==> src/rtl/prog_freq_divider.sv <==
// prog_freq_divider: run-time programmable clock divider with a 50% duty cycle
// for both odd and even divisors.
// - out is the OR of one posedge flop (hi_q) and one negedge flop (neg_q).
// - hi_q covers the whole-cycle part of the high phase.
// - neg_q adds the extra half cycle that odd divisors need.
// - Divisor updates are staged and only take effect on a period boundary.
`timescale 1ns/1ps
module prog_freq_divider #(
   parameter int WIDTH       = 8,
   parameter int DEFAULT_DIV = 5
) (
   input  logic             clk,
   input  logic             rst,
   input  logic             en,
   input  logic [WIDTH-1:0] div_in,
   input  logic             div_load,
   output logic             out,
   output logic             tick,
   output logic [WIDTH-1:0] div_cur,
   output logic             err
);

   localparam logic [WIDTH-1:0] DEF_DIV = WIDTH'(DEFAULT_DIV);
   localparam logic [WIDTH-1:0] MIN_DIV = WIDTH'(2);
   localparam logic [WIDTH-1:0] ONE     = WIDTH'(1);

   logic             run_q, run_d;
   logic [WIDTH-1:0] cnt_q, cnt_d;
   logic             hi_q, hi_d;
   logic             neg_q, neg_d;
   logic             tick_q, tick_d;
   logic             err_q, err_d;
   logic             pend_q, pend_d;
   logic [WIDTH-1:0] pend_val_q, pend_val_d;
   logic [WIDTH-1:0] div_cur_q, div_cur_d;

   logic             load_ok;
   logic             wrap;
   logic             start;
   logic [WIDTH-1:0] next_div;

   // Next-state logic for the posedge domain.
   // - A period starts on the first enabled edge or on a wrap.
   // - The newest accepted divisor is committed at a period start, or at once while disabled.
   always_comb begin
      load_ok    = div_load && (div_in >= MIN_DIV);
      wrap       = run_q && (cnt_q == (div_cur_q - ONE));
      start      = en && (!run_q || wrap);
      next_div   = load_ok ? div_in : (pend_q ? pend_val_q : div_cur_q);

      run_d      = run_q;
      cnt_d      = cnt_q;
      pend_d     = pend_q;
      pend_val_d = pend_val_q;
      div_cur_d  = div_cur_q;

      if (!en) begin
         run_d     = 1'b0;
         cnt_d     = '0;
         pend_d    = 1'b0;
         div_cur_d = next_div;
      end else if (start) begin
         run_d     = 1'b1;
         cnt_d     = '0;
         pend_d    = 1'b0;
         div_cur_d = next_div;
      end else begin
         cnt_d = cnt_q + ONE;
         // The last accepted load before the wrap is the one that is kept.
         if (load_ok) begin
            pend_d     = 1'b1;
            pend_val_d = div_in;
         end
      end

      // Whole-cycle high phase.
      // - It covers cycles 0..(N>>1)-1 of the period.
      // - cnt_d=0 always qualifies, because N >= 2.
      hi_d   = run_d && (cnt_d < (div_cur_d >> 1));
      tick_d = start;
      err_d  = div_load && (div_in < MIN_DIV);
   end

   // The negedge stage copies hi_q for odd divisors only.
   // This stretches the high phase by half a clock.
   always_comb begin
      neg_d = hi_q & div_cur_q[0];
   end

   // Posedge state registers.
   always_ff @(posedge clk or negedge rst) begin
      if (!rst) begin
         run_q      <= 1'b0;
         cnt_q      <= '0;
         hi_q       <= 1'b0;
         tick_q     <= 1'b0;
         err_q      <= 1'b0;
         pend_q     <= 1'b0;
         pend_val_q <= '0;
         div_cur_q  <= DEF_DIV;
      end else begin
         run_q      <= run_d;
         cnt_q      <= cnt_d;
         hi_q       <= hi_d;
         tick_q     <= tick_d;
         err_q      <= err_d;
         pend_q     <= pend_d;
         pend_val_q <= pend_val_d;
         div_cur_q  <= div_cur_d;
      end
   end

   // Negedge half-cycle extension flop, cleared with the rest of the block.
   always_ff @(negedge clk or negedge rst) begin
      if (!rst) begin
         neg_q <= 1'b0;
      end else begin
         neg_q <= neg_d;
      end
   end

   // out is the OR of two flops.
   // - neg_q only rises while hi_q is already high.
   // - hi_q only falls while neg_q holds the level.
   // So the OR cannot glitch.
   assign out     = hi_q | neg_q;
   assign tick    = tick_q;
   assign err     = err_q;
   assign div_cur = div_cur_q;

endmodule

==> config.mk <==
export PLATFORM = sky130hd
export DESIGN_NAME = prog_freq_divider
export DESIGN_NICKNAME = d
export VERILOG_FILES = /design/src/rtl/prog_freq_divider.sv
export SDC_FILE = /design/constraint.sdc
export NUM_CORES = 1
export LEC_CHECK = 0
export CAP_MARGIN = 20
export CORE_UTILIZATION = 55
export DETAILED_ROUTE_END_ITERATION = 7
export DONT_BUFFER_PORTS = 1
export GPL_ROUTABILITY_DRIVEN = 0
export PLACE_DENSITY = 0.72
export SLEW_MARGIN = 20
export SYNTH_ARGS = -nofsm -noshare
export SYNTH_HDL_FRONTEND = slang
export SYNTH_SLANG_ARGS = --single-unit
==> constraint.sdc <==
create_clock -name clk -period 6 [get_ports clk]
set_input_delay 1.5 -clock clk [delete_from_list [all_inputs] [get_ports clk]]
set_output_delay 1.5 -clock clk [all_outputs]
set_load 0.05 [all_outputs]
======== Yosys cells after proc, flatten, opt, wreduce, memory -nomap -nowiden ========
Index checks and enable logic that the tools add are counted.
operators by class
  add/subtract/negate cells ............... 2
  equality and inequality tests ........... 3
  reductions and logical operators ........ 8
  magnitude comparators ................... 3
  multiplexer cells ....................... 11
  bitwise gates (word level) .............. 3
operators with widths
  kind                 count
  $mux 8               6
  $add 8x1->8 const B  1
  $eq 8x8->1           1
  $ge 8x2->1 const B   1
  $lt 8x2->1 const B   1
  $lt 8x7->1           1
  $sub 8x1->8 const B  1
  $logic_and 1x1->1    5
  $mux 1               5
  $ne 3x1->1 const B   1
  $reduce_and 3->1     1
  $ne 2x1->1 const B   1
  $and 1x1->1          1
  $logic_not 1->1      1
  $logic_or 1x1->1     1
  $not 1->1            1
  $or 1x1->1           1
storage, ports and cells
  output and inout port bits .............. 11
  input bits .............................. 12
  logic and storage cells ................. 40
  register bits after elaboration ......... 30

======== Longest topological paths before layout ========
  depth after elaboration ................. 9
  gate-level depth with buffers ........... 15
  gate-level depth less buffers ........... 14

==> qor.csv <==
stage,metric,value,unit
worst_setup_path,Crit path arrival time,4.04,ns
layout,most frequent cells in the layout,"dfrtp_1 (27), nor2_1 (13), mux2_2 (9), ha_1 (8)",
cts,post_cts resized,0,
cts,cts hold-fix bufs,0,
cts,root buf cell,clkbuf_4,
floorplan,core area,3030,µm²
floorplan,DIE HEIGHT,58.3,µm
timing,max_slew headroom,42.4,%
synthesis,Synthesized Nets,184,
synthesis,Main synth FF type,dfrtp_1,
worst_setup_path,r2r startpoint,div_cur[1]$_DFF_PN0_,
global_routing,Total GRT Usage,23.1,%
floorplan,die area,3400,µm²
drt,DR vias/cell,6.04,
worst_setup_path,CP Launch Type,flop,
worst_setup_path,Crit path required time,4.50,ns
drt,Post-route DRC,0,
cts,htree depth,2,
worst_setup_path,r2r endpoint,hi_q$_DFF_PN0_,
synthesis,Syn Area/Cell,10.6,µm²
worst_setup_path,CP Launch Point,neg_q$_DFF_NN0_,
timing,clock skew,0.0114,ns
flow_run,Max Cap Viol,0,
cts,TritonCTS Buffers,5,
worst_setup_path,internal reg-to-reg setup slack,1.79,ns
cts,CTS tree,yes,
layout,"most common cell after layout, fill and taps aside",dfrtp_1,
synthesis,"Distinct cells, synth",51,
power,total leakage power,0.753,nW
synthesis,post-synthesis register bit count,30,
timing,worst slew pin tran,0.858,ns
worst_setup_path,"delay-heaviest family, CP",simple AND/OR/NAND/NOR gates,
global_routing,largest net degree at the start of global routing,31,
global_routing,total global routing overflow,0,
layout,total of fill cells in the finished design,271,
worst_setup_path,R2R cell count,11,
drt,routed length per instance,16.0,µm
layout,area of the multi-input gates,946,µm²
global_routing,vias in the first global route,1258,
timing,RSZ-0062 raised after global routing,false,
worst_setup_path,worst path bufs/invs,0,
drt,DRT Pass-1 Iters,4,
status,status,"finished, final reports clean",
worst_setup_path,critical path capture point type,output port,
timing,count of pins over their slew limit,0,
worst_setup_path,cells along the critical path,or2_2,
floorplan,I/O Pins,23,
hold_path,hold crit path type,reg2reg,
timing,post-route setup slack,0.459,ns
layout,area grow syn2layout,4.30,%
global_routing,first-pass GRT wire length,5840,µm
layout,FF+latch area,753,µm²
drt,Detailed Route WL,3350,µm
layout,ANT cells,0,
worst_setup_path,Worst path slowest cell,or2_2,
drt,initial drt markers,66,
cts,clk buf depth,2,
layout,layout cell share with drive strength beyond 1,13.9,%
cts,clk slew on worst S/H paths,0.08,ns
timing,final setup TNS,0,ns
drt,via count,1263,
layout,nets@finish,184,
placed_design,Port-buffer cells,0,
cts,Clock Latency Late Sink,0.33,ns
power,Peak supply drop,0.136,mV
floorplan,Starting Density,57.6,%
global_routing,initial antenna violation count,0,
timing,final hold viol count,0,
hold_path,worst hold endpoint,pend_val_q[1]$_DFFE_PN0P_,
placed_design,dpl cell area,1770,µm²
cts,clk sinks,30,
floorplan,row cnt,20,
worst_setup_path,"Max FO, Critical Path",1,
worst_setup_path,crit path kind,reg2out,
floorplan,Die Span X,58.3,µm
layout,"Design Area, Final",1820,µm²
synthesis,Cells after Synth,164,
power,P per Cell Area,265,nW/µm²
placed_design,Place WS,0.801,ns
power,PnR Total Power,0.482,mW
synthesis,number of enable flip-flop cells after synthesis,0,
synthesis,Yosys warnings,0,
drt,"antenna viol nets, final",0,
hold_path,Hold Path Depth,1,
synthesis,sequential element share of the synthesized area,43.2,%
synthesis,synthesized area,1750,µm²
placed_design,Detail Placement HPWL,2540,µm
hold_path,hold path startpoint,pend_val_q[1]$_DFFE_PN0P_,
cts,# Post-CTS Setup Buffers,0,
synthesis,Post-synth ARST share,100,%
timing,setup violators final,0,
worst_setup_path,max incr delay on CP,0.40,ns
-- worst register-to-register path, stage by stage, from the launching register on --
cell and delay (ns):
dfrtp_1 0.65, or4_4 0.67, o221ai_1 0.20, nor3b_1 0.33, a211oi_2 0.18, o21ai_1 0.71, a2bb2oi_1 0.18, ha_1 0.33
o21a_1 0.11, o2111ai_1 0.15, or4_1 0.44, o2111a_1 0.15
-- layout make-up --
class,instances,share of cell area (%)
well taps,44,3.02
clock inverters,2,0.550
flip-flops and latches,30,41.4
inverters,4,0.825
multi-input cells,123,52.0
clock buffers,6,2.27
-- worst max path at each step --
stage               slack, ns   to  cells after the start
finish                   0.46  out                      1
global route             0.42  out                      1
CTS                      0.45  out                      1
detailed placement       0.80  out                      1
global placement         0.80  out                      1
floorplan                0.81  out                      1
-- per-stage QoR --
stage | hold WS, ns | util, % | std cells
6_report | 0.514 | 60.1 | 209
5_1_grt | 0.528 | 60.1 | 209
3_5_place_dp | 0.498 | 58.4 | 201
3_3_place_gp | 0.490 | 58.4 | 201
4_1_cts | 0.518 | 60.1 | 209
2_1_floorplan | 0.476 | - | 164
-- routing by layer --
| layer | GRT usage, % | share of wire (%) | vias up |
|---|---|---|---|
| met2 | 36.1 | 47 | 26 |
| met4 | 8.84 | 1.9 | 0 |
| met1 | 30.8 | 46 | 616 |
| met3 | 6.59 | 5.1 | 8 |
| met5 | 0 | 0 | - |
| li1 | - | - | 613 |
-- synthesized netlist by cell type (2+ instances only) --
| cell | count | share of area, % |
|---|---|---|
| a21boi_0 | 2 | 0.86 |
| a21o_1 | 2 | 0.86 |
| a22oi_1 | 7 | 3.0 |
| a2bb2oi_1 | 6 | 3.0 |
| and2_1 | 5 | 1.8 |
| clkbuf_1 | 4 | 0.86 |
| dfrtp_1 | 27 | 39 |
| dfstp_2 | 2 | 3.0 |
| ha_1 | 8 | 5.7 |
| inv_1 | 4 | 0.86 |
| mux2_2 | 9 | 5.8 |
| nand2_1 | 7 | 1.5 |
| nand2b_1 | 4 | 1.4 |
| nand3_1 | 3 | 0.86 |
| nand4_1 | 2 | 0.72 |
| nor2_1 | 13 | 2.8 |
| nor3b_1 | 2 | 0.86 |
| nor4_1 | 4 | 1.4 |
| o2111ai_1 | 2 | 1.0 |
| o21ai_0 | 4 | 1.1 |
| o2bb2ai_1 | 6 | 3.0 |
| xnor2_1 | 7 | 3.5 |
| xor2_1 | 6 | 3.0 |
-- flip-flops by register name, summed over array words and instances (netlist names) --
| register | cells |
|---|---|
| cnt_q | 8 |
| div_cur | 8 |
| pend_val_q | 8 |
| err | 1 |
| hi_q | 1 |
| neg_q | 1 |
| pend_q | 1 |
| run_q | 1 |
| tick | 1 |
-- cells by family after synthesis --
group	share of synthesized area, %
and+or+nand+nor	17.5
xor gates and xnor gates	6.52
AOI/OAI and AO/OA	18.1
DFF	43.2
muxes	6.38
buffers and inverters	2.65
adders and majority gates	5.73
-- power breakdown --
part	total [mW]	leakage (nW)	switching, mW	internal [mW]
sequential	0.284	0.377	0.0576	0.226
combinational	0.0871	0.344	0.0427	0.0444
clock	0.111	0.0320	0.0670	0.0445
total	0.482	0.753	0.167	0.315
(Power assumes the default switching activity.)
